<file path="config.mk">
export PLATFORM = sky130hd
export DESIGN_NAME = pe_output
export DESIGN_NICKNAME = d
export VERILOG_FILES = /design/src/rtl/pe_output.sv
export SDC_FILE = /design/constraint.sdc
export NUM_CORES = 1
export LEC_CHECK = 0
export CAP_MARGIN = 15
export CELL_PAD_IN_SITES_DETAIL_PLACEMENT = 0
export CELL_PAD_IN_SITES_GLOBAL_PLACEMENT = 1
export CORE_MARGIN = 2
export CORE_UTILIZATION = 51
export CTS_BUF_LIST = sky130_fd_sc_hd__clkbuf_16
export DETAILED_ROUTE_END_ITERATION = 7
export DONT_BUFFER_PORTS = 1
export PLACE_DENSITY_LB_ADDON = 0.1
export SETUP_SLACK_MARGIN = 0.05
export SLEW_MARGIN = 20
export SYNTH_ARGS = -nofsm -noshare
export SYNTH_HDL_FRONTEND = slang
export SYNTH_SLANG_ARGS = --single-unit
export TNS_END_PERCENT = 1
</file>
<file path="constraint.sdc">
create_clock -name clk -period 8.2 [get_ports clk]
set_input_delay 1.64 -clock clk [delete_from_list [all_inputs] [get_ports clk]]
set_output_delay 1.64 -clock clk [all_outputs]
set_load 0.02 [all_outputs]
</file>
<file path="src/rtl/pe_output.sv">
// Ejection port of the Cardinal ring router: one packet buffer per VC, cw/ccw
// round-robin per VC, delivery to the PE. Optional PE_OUT_CNT_EN adds pkt_count.
module pe_output #(
  parameter int DATA_WIDTH = 64
`ifdef PE_OUT_CNT_EN
  , parameter int CNT_WIDTH = 16
`endif
) (
  input  logic                  clk,
  input  logic                  rst,
  input  logic                  polarity,
  input  logic                  request_cw_even,
  input  logic                  request_cw_odd,
  input  logic                  request_ccw_even,
  input  logic                  request_ccw_odd,
  input  logic [DATA_WIDTH-1:0] data_in_cw_even,
  input  logic [DATA_WIDTH-1:0] data_in_cw_odd,
  input  logic [DATA_WIDTH-1:0] data_in_ccw_even,
  input  logic [DATA_WIDTH-1:0] data_in_ccw_odd,
  output logic                  grant_cw_even,
  output logic                  grant_cw_odd,
  output logic                  grant_ccw_even,
  output logic                  grant_ccw_odd,
  input  logic                  pero,
  output logic                  peso,
  output logic [DATA_WIDTH-1:0] pedo
`ifdef PE_OUT_CNT_EN
  , output logic [CNT_WIDTH-1:0] pkt_count
`endif
);

  // VC index 0 is even, 1 is odd; polarity names the VC that accepts.
  logic [1:0]            w_req_cw;
  logic [1:0]            w_req_ccw;
  logic [1:0]            w_gnt_cw;
  logic [1:0]            w_gnt_ccw;
  logic [1:0]            w_open;
  logic [1:0]            w_send;
  logic                  w_snd_vc;
  logic [DATA_WIDTH-1:0] w_din_cw  [2];
  logic [DATA_WIDTH-1:0] w_din_ccw [2];

  logic                  r_full [2];
  logic                  r_rr   [2];
  logic [DATA_WIDTH-1:0] r_buf  [2];
  logic                  r_peso;
  logic [DATA_WIDTH-1:0] r_pedo;

  assign w_req_cw     = {request_cw_odd, request_cw_even};
  assign w_req_ccw    = {request_ccw_odd, request_ccw_even};
  assign w_din_cw[0]  = data_in_cw_even;
  assign w_din_cw[1]  = data_in_cw_odd;
  assign w_din_ccw[0] = data_in_ccw_even;
  assign w_din_ccw[1] = data_in_ccw_odd;
  assign w_snd_vc     = ~polarity;

  genvar gi;
  generate
    for (gi = 0; gi < 2; gi++) begin : g_vc
      assign w_open[gi] = ~rst & ~r_full[gi] & (polarity == 1'(gi));
      assign w_send[gi] = r_full[gi] & pero & (polarity != 1'(gi));
      // rr=0 favours cw on a tie, rr=1 favours ccw.
      assign w_gnt_cw[gi]  = w_open[gi] & w_req_cw[gi]  & (~w_req_ccw[gi] | ~r_rr[gi]);
      assign w_gnt_ccw[gi] = w_open[gi] & w_req_ccw[gi] & (~w_req_cw[gi]  |  r_rr[gi]);

      always_ff @(posedge clk) begin
        if (rst) begin
          r_full[gi] <= 1'b0;
          r_rr[gi]   <= 1'b0;
          r_buf[gi]  <= '0;
        end else if (w_gnt_cw[gi] || w_gnt_ccw[gi]) begin
          r_full[gi] <= 1'b1;
          r_rr[gi]   <= w_gnt_cw[gi];
          r_buf[gi]  <= w_gnt_cw[gi] ? w_din_cw[gi] : w_din_ccw[gi];
        end else if (w_send[gi]) begin
          r_full[gi] <= 1'b0;
        end
      end
    end
  endgenerate

  assign grant_cw_even  = w_gnt_cw[0];
  assign grant_cw_odd   = w_gnt_cw[1];
  assign grant_ccw_even = w_gnt_ccw[0];
  assign grant_ccw_odd  = w_gnt_ccw[1];

  // Only the send VC can have w_send set, so r_buf[w_snd_vc] is the source.
  always_ff @(posedge clk) begin
    if (rst) begin
      r_peso <= 1'b0;
      r_pedo <= '0;
    end else begin
      r_peso <= |w_send;
      if (|w_send) r_pedo <= r_buf[w_snd_vc];
    end
  end

  assign peso = r_peso;
  assign pedo = r_pedo;

`ifdef PE_OUT_CNT_EN
  logic [CNT_WIDTH-1:0] r_pkt_count;

  always_ff @(posedge clk) begin
    if (rst)          r_pkt_count <= '0;
    else if (|w_send) r_pkt_count <= r_pkt_count + CNT_WIDTH'(1);
  end

  assign pkt_count = r_pkt_count;
`endif

endmodule
</file>
# After elaboration in Yosys (flattened, before gate mapping)
# Memories as Yosys holds them, arrays and structs flattened. A register that Yosys moved wholly into a read port is not among the register bits.
# Cells that the tools add are included.
# totals
reg_bits,1
ramBits,132
inputBits,264
output_inout_bits,69
n_memories,3
# memory_table
memory,words,width,rd,rd_clocked_by_memory_dff,write_ports,line_no,source
r_buf,2,64,1,1,2,45,logic [DATA_WIDTH-1:0] r_buf [2];
r_full,2,1,2,0,2,43,logic r_full [2];
r_rr,2,1,2,0,2,44,logic r_rr [2];
# op_classes
muxes,26
bitwise,38
reduce_logical,3
# ops
operator,count
64-bit 2-to-1 mux,4
1-bit 2-to-1 mux,22
1-bit bitwise AND,16
1-bit OR,12
1-bit NOT,10
1-bit logical OR,2
2-bit OR reduction,1

# Logic depth before layout (Yosys ltp)
# Gate-level depths: netlist (run 1).
# logic_depth
word_depth,11
mapped_depth,6
ltp_nobuf,4

# Worst setup path after synthesis (run 1)
# Ideal clock, no wire load.
# synth_path
path_type,input -> register
from,input port polarity
to,memory r_buf[0][0] (enable)
setup_ps,434
t_arrival_ps,3846
slack_ps,3920
cell_stages,5
n_path_buf,2
path_cell_list,buf_2 -> nor3_1 -> o21ai_1 -> buf_2 -> nand2b_1
# synth_rtl
element,line_no,source
from (decl),11,"input logic polarity,"
to (decl),45,

# Final worst setup path (run 1)
# layout_path
from,input port request_cw_even
to,output port grant_cw_even
# layout_via
elab_chain_cells,2
# layout_lines
element,line_no,source
from (decl),12,"input logic request_cw_even,"
1-bit bitwise AND (2 in series),63,assign w_gnt_cw[gi] = w_open[gi] & w_req_cw[gi] & (~w_req_ccw[gi] | ~r_rr[gi]);
to (decl),20,"output logic grant_cw_even,"
# Every way passes these cells.

==> results.toml, run 1 <==
[timing]
fmax_ghz = 0.2298
post-route-period-util_pct = 53.08
finalSetupTns_ns = 0
final-max-slew-violation-count = 0
relSlewSlack_pct = 30.14
tightest_slew_ns = 1.048
clock_skew_ns = 0.009519
finalCriticalPeriod_ns = 4.352
setup_violations = 0
grt_setup_unrepaired = "false"
hold_slack_ns = 0.6043
hold_viol_final = 0

[synth]
yosys-top-cells-count = "256 x nand2_1, 192 x a21oi_1, 132 x edfxtp_1"
synth_flop_cell = "edfxtp_1"
syn-num-nets = 1142
synth_edf_count = 132
synth.area.top_cells = "edfxtp_1 43%, dfxtp_1 14%, a21oi_1 11%"
postSynthAreaPerCell_um2 = 10.41
async_reset_ff_share_pct = 0
synth_area_leader_cell = "edfxtp_1"
synth_top_area_share_pct = 43.36
ys_seq_elements = 197
syn_area_um2 = 9143
yosys_warnings = 0
yosysSeqAreaShare_pct = 57.59
synth_most_common_cell = "nand2_1"
synth_cell_type_count = 25
synthCells = 878

[route]
dr_wl_met2_um = 12010
drt_iter0_markers = 369
wl_met3_um = 1847
wire_per_inst_um = 22.00
route.vias.total = 6339
dr.pass1.iters = 4
m1WireLength_um = 9147
ant_nets = 0
routed_wl_um = 23370
top_layer = "met4"
viasPerCell = 5.969
drc = 0

[clocking]
clk_pin_slew_worst_paths_ns = 0.06
h-tree-depth = 4
cts_tree = "yes"
cts_setup_buffers = 0
clkSinkCount = 197
clock_path_buffers = 2
hold_buffers = 0
worstSkewPairLatency_ns = 0.42
root_buffer = "clkbuf_16"
cts_resized = 0
cts_made_buffers = 17

[hold_path]
hold_class = "reg -> reg"
hold-path-cell-count = 2

[placed_design]
postPlaceCellArea_um2 = 9131
hpwl_um = 14890
gp_congestion = 0.7939
io_buffers = 0

[critical_path]
reg2reg_depth = 4
worstSetupStartpointType = "input port"
arrival_ns = 2.71
worstSetupPathType = "in -> out"
critPathCaptureType = "primary output"
required_ns = 6.56
crit_fanout = 66

[final_layout]
antenna_cells = 0
design_area_um2 = 9678
finalNetCount = 1088
fill_cells = 1552
syn2layout_area_growth_pct = 5.857
drive_gt1_share_pct = 11.11

[floorplan]
coreArea_um2 = 17420
num_rows = 48
io_pins = 333
die_x_um = 137.9
die_area_um2 = 19010
initial_utilization_pct = 52.49
die_y_um = 137.9

[power]
p_per_area_nw_per_um2 = 225.7
power.share.clock_pct = 34.9
comb_power_share_pct = 9.9
p_sw_share_pct = 24.91
p_leak_nw = 3.596
p_seq_share_pct = 55.1
ir_drop_v = 0.0001572
intPower_mw = 1.640
switchingPower_uw = 544.1

[global_routing]
grtUsageTotal_pct = 24.10
antenna_found_initial = 0
grt_overflow_total = 0
grt_pass1_wl_um = 34200
grt_pass1_vias = 6215
grt_max_degree = 72

[job]
drv_cap = 0

[outcome]
status = "finished, final reports clean"
cells in the final DEF, fill, tap and decap left out:
master      netlist  routed
nand2_1         256     256
a21oi_1         192     192
edfxtp_1        132     132
dfxtp_1          65      65
mux2i_1          64      64
a211oi_2         50      50
clkbuf_16         0      18
a211oi_1         14      14
inv_1             3       7
buf_4             2       6
and2_1            4       4
clkinv_2          0       4
a21boi_4          0       2
nand2b_1          4       2
and3_1            2       2
o21ai_4           0       2
nand2b_4          0       2
a311o_1           2       2
a21bo_2           2       2
clkinvlp_4        0       2
clkinv_1          0       2
nor3b_2           1       1
nor3_1            1       1
mux2_4            1       1
and2_4            1       1
nor2b_1           1       1
inv_6             0       1
bufinv_16         0       1
power by group through the flow:
| stage | sequential [mW] | combinational [mW] | clock, mW |
|---|---|---|---|
| 6_report | 1.20 | 0.217 | 0.763 |
| 3_3_place_gp | 1.22 | 0.210 | 0 |
| 5_1_grt | 1.21 | 0.242 | 0.811 |
| 2_1_floorplan | 1.21 | 0.199 | 0 |
| 3_5_place_dp | 1.23 | 0.217 | 0 |
| 4_1_cts | 1.21 | 0.219 | 0.779 |
kinds of logic (layout without fill, tap and decap cells):
logic type	Yosys count	after routing	synth area share, %
and+or+nand+nor	270	270	11.55
muxes	65	65	7.171
DFF	197	197	57.59
AOI/OAI and AO/OA	264	264	19.21
buffers and inverters	82	41	4.475
final cells by class:
cell class | instances | area (um^2) | share of cell area [%]
Sequential cell | 197 | 5265 | 54.40
Multi-Input combinational cell | 599 | 3528 | 36.46
Clock buffer | 18 | 450.4 | 4.654
Tap cell | 225 | 281.5 | 2.909
Clock inverter | 14 | 96.34 | 0.9955
Timing Repair Buffer | 6 | 45.04 | 0.4654
Inverter | 3 | 11.26 | 0.1164
sequential cells by signal, summed over array words and instances, names as in the netlist:
signal / flops
r_buf: 128
pedo: 64
r_full: 2
r_rr: 2
peso: 1
per-layer routing:
layer  global-route usage (%)  vias up
met5                        0        -
met4                    7.540        0
met3                    6.140       24
met2                    42.30      256
met1                    29.13     3055
li1                         -     3004
per-stage QoR:
step	utilization [%]	power [mW]	setup slack, ns	cells
finish	55.57	2.185	3.848	1062
global route	55.57	2.265	3.798	1062
CTS	55.57	2.204	3.849	1062
detailed placement	52.43	1.444	3.852	1030
global placement	52.43	1.435	3.875	1030
floorplan	-	1.410	3.920	878
final timing paths:
kind / from / end / slack [ns]
worst max-delay path: request_cw_even / grant_cw_even / 3.85
worst min-delay path: r_buf[1][19] / pedo[19] / 0.60
worst max register to register: r_full[0] / r_buf[0][24] / 5.58
worst min register to register: r_buf[1][19] / pedo[19] / 0.60
worst max-delay path, stage by stage:
cell	delay, ns
a21boi_4	0.13
buf_4	0.58
and2_1	0.35
Power figures use the tool's default switching activity.
==> run 2, diff against run 1 <==
--- a/config.mk
+++ b/config.mk
@@ -9,7 +9,7 @@
 export CELL_PAD_IN_SITES_DETAIL_PLACEMENT = 0
 export CELL_PAD_IN_SITES_GLOBAL_PLACEMENT = 1
 export CORE_MARGIN = 2
-export CORE_UTILIZATION = 51
+export CORE_UTILIZATION = 48
 export CTS_BUF_LIST = sky130_fd_sc_hd__clkbuf_16
 export DETAILED_ROUTE_END_ITERATION = 7
 export DONT_BUFFER_PORTS = 1
==> constraint.sdc (replaced) <==
create_clock -name clk -period 4.5 [get_ports clk]
set_input_delay 0.9 -clock clk [delete_from_list [all_inputs] [get_ports clk]]
set_output_delay 0.9 -clock clk [all_outputs]
set_load 0.02 [all_outputs]
==> results.toml, run 2 (synthesis gave the netlist of run 1 again) <==
[clocking]
cts_made_buffers = 17
worstSkewPairLatency_ns = 0.43
clk_pin_slew_worst_paths_ns = 0.07
cts_resized = 0
clock_path_buffers = 2
root_buffer = "clkbuf_16"
hold_buffers = 0
cts_setup_buffers = 0
h-tree-depth = 4
cts_tree = "yes"
clkSinkCount = 197

[power]
intPower_mw = 2.962
power.share.clock_pct = 35.0
p_seq_share_pct = 55.0
ir_drop_v = 0.0002524
p_per_area_nw_per_um2 = 412.0
comb_power_share_pct = 9.9
p_leak_nw = 3.576
p_sw_share_pct = 25.73
switchingPower_mw = 1.027

[final_layout]
finalNetCount = 1088
mostFrequentLayoutCell = "nand2_1"
drive_gt1_share_pct = 11.23
fill_cells = 1664
layout_common_cells = "256 x nand2_1, 192 x a21oi_1, 132 x edfxtp_1"
post_layout_nonfiller_instances = 1071
syn2layout_area_growth_pct = 5.899
regMostFlops = "r_buf"
antenna_cells = 0
largest_register_ffs = 128

[global_routing]
grt_overflow_total = 0
grt_max_degree = 72
grt_pass1_vias = 6093
grtUsageTotal_pct = 22.80
antenna_found_initial = 0
grt_pass1_wl_um = 34860

[hold_path]
hold_class = "in -> reg"

[floorplan]
die_x_um = 142.0
die_area_um2 = 20170
die_y_um = 142.0
initial_utilization_pct = 48.88
io_pins = 333
num_rows = 50
coreArea_um2 = 18710

[timing]
final-max-slew-violation-count = 0
relSlewSlack_pct = 30.84
finalSetupTns_ns = 0
clock_skew_ns = 0.006491
fin_ws_ns = 1.806
tightest_slew_ns = 1.037
post-route-period-util_pct = 59.87
fmax_ghz = 0.3712
finalCriticalPeriod_ns = 2.694
setup_violations = 0
hold_slack_ns = 0.5432
grt_setup_unrepaired = "false"
hold_viol_final = 0

[route]
drt_iter0_markers = 389
routed_wl_um = 23580
drc = 0
wire_per_inst_um = 22.01
route.vias.total = 6359
viasPerCell = 5.937
dr.pass1.iters = 5
ant_nets = 0

[critical_path]
crit_family = "simple AND/OR/NAND/NOR gates"
crit_chain = "nor3_1 -> and3_1"
crit_fanout = 69
required_ns = 3.60
worstSetupPathType = "in -> out"
cp_slowest_cell = "nor3_1"
worstSetupStartpointType = "input port"
max_stage_delay_ns = 0.47
arrival_ns = 1.79
cp_num_buf_inv = 0
critPathCaptureType = "primary output"

[placed_design]
pre_cts_ws_ns = 1.516
io_buffers = 0
dpl.cell_count = 1039
gp_congestion = 0.7643
hpwl_um = 15120

[job]
drv_cap = 0

[outcome]
status = "finished, final reports clean"
==> run 2: path summary, 6_finish.rpt <==
path,from,endpoint,slack [ns],cells past startpoint
setup / recovery,polarity,grant_ccw_even,1.81,2
hold / removal,rst,pedo[30],0.54,1
setup reg to reg,r_full[1],pedo[45],2.05,3
hold reg to reg,r_buf[1][15],pedo[15],0.61,2
==> run 2: area by class of cell <==
type	instances	area, um^2	area share (%)
Clock buffer	17	425.4	4.394
Clock inverter	15	113.9	1.176
Inverter	3	11.26	0.1163
Multi-Input combinational cell	599	3528	36.44
Sequential cell	197	5265	54.38
Tap cell	234	292.8	3.024
Timing Repair Buffer	6	45.04	0.4652
==> run 2: routing by layer <==
layer	vias up	share of wire [%]	GRT usage (%)
li1	3014	-	-
met1	3069	40	28.34
met2	251	50	38.60
met3	25	8.0	6.999
met4	0	1.6	6.421
met5	-	0	0
==> run 2: power by group through the flow <==
stage	Clock (mW)	Combinational (mW)	Sequential (mW)
6_report	1.40	0.396	2.19
5_1_grt	1.50	0.444	2.21
4_1_cts	1.42	0.404	2.20
3_5_place_dp	0	0.402	2.24
3_3_place_gp	0	0.387	2.23
2_1_floorplan	0	0.363	2.21
==> run 2: worst reg2reg max path: cells and delay by family, from the launching register on <==
| family | cells | cell delay, ns |
|---|---|---|
| and+or+nand+nor | 1 | 0.97 |
| muxes | 1 | 0.69 |
| AOI/OAI and AO/OA | 1 | 0.20 |
| DFF | 1 | 0.42 |
==> run 2: per-stage QoR <==
stage | total power, mW | area, um^2 | utilization, %
6_report | 3.989 | 9682 | 51.76
3_5_place_dp | 2.639 | 9143 | 48.88
4_1_cts | 4.022 | 9682 | 51.76
3_3_place_gp | 2.620 | 9143 | 48.88
5_1_grt | 4.150 | 9682 | 51.76
2_1_floorplan | 2.569 | 9143 | -
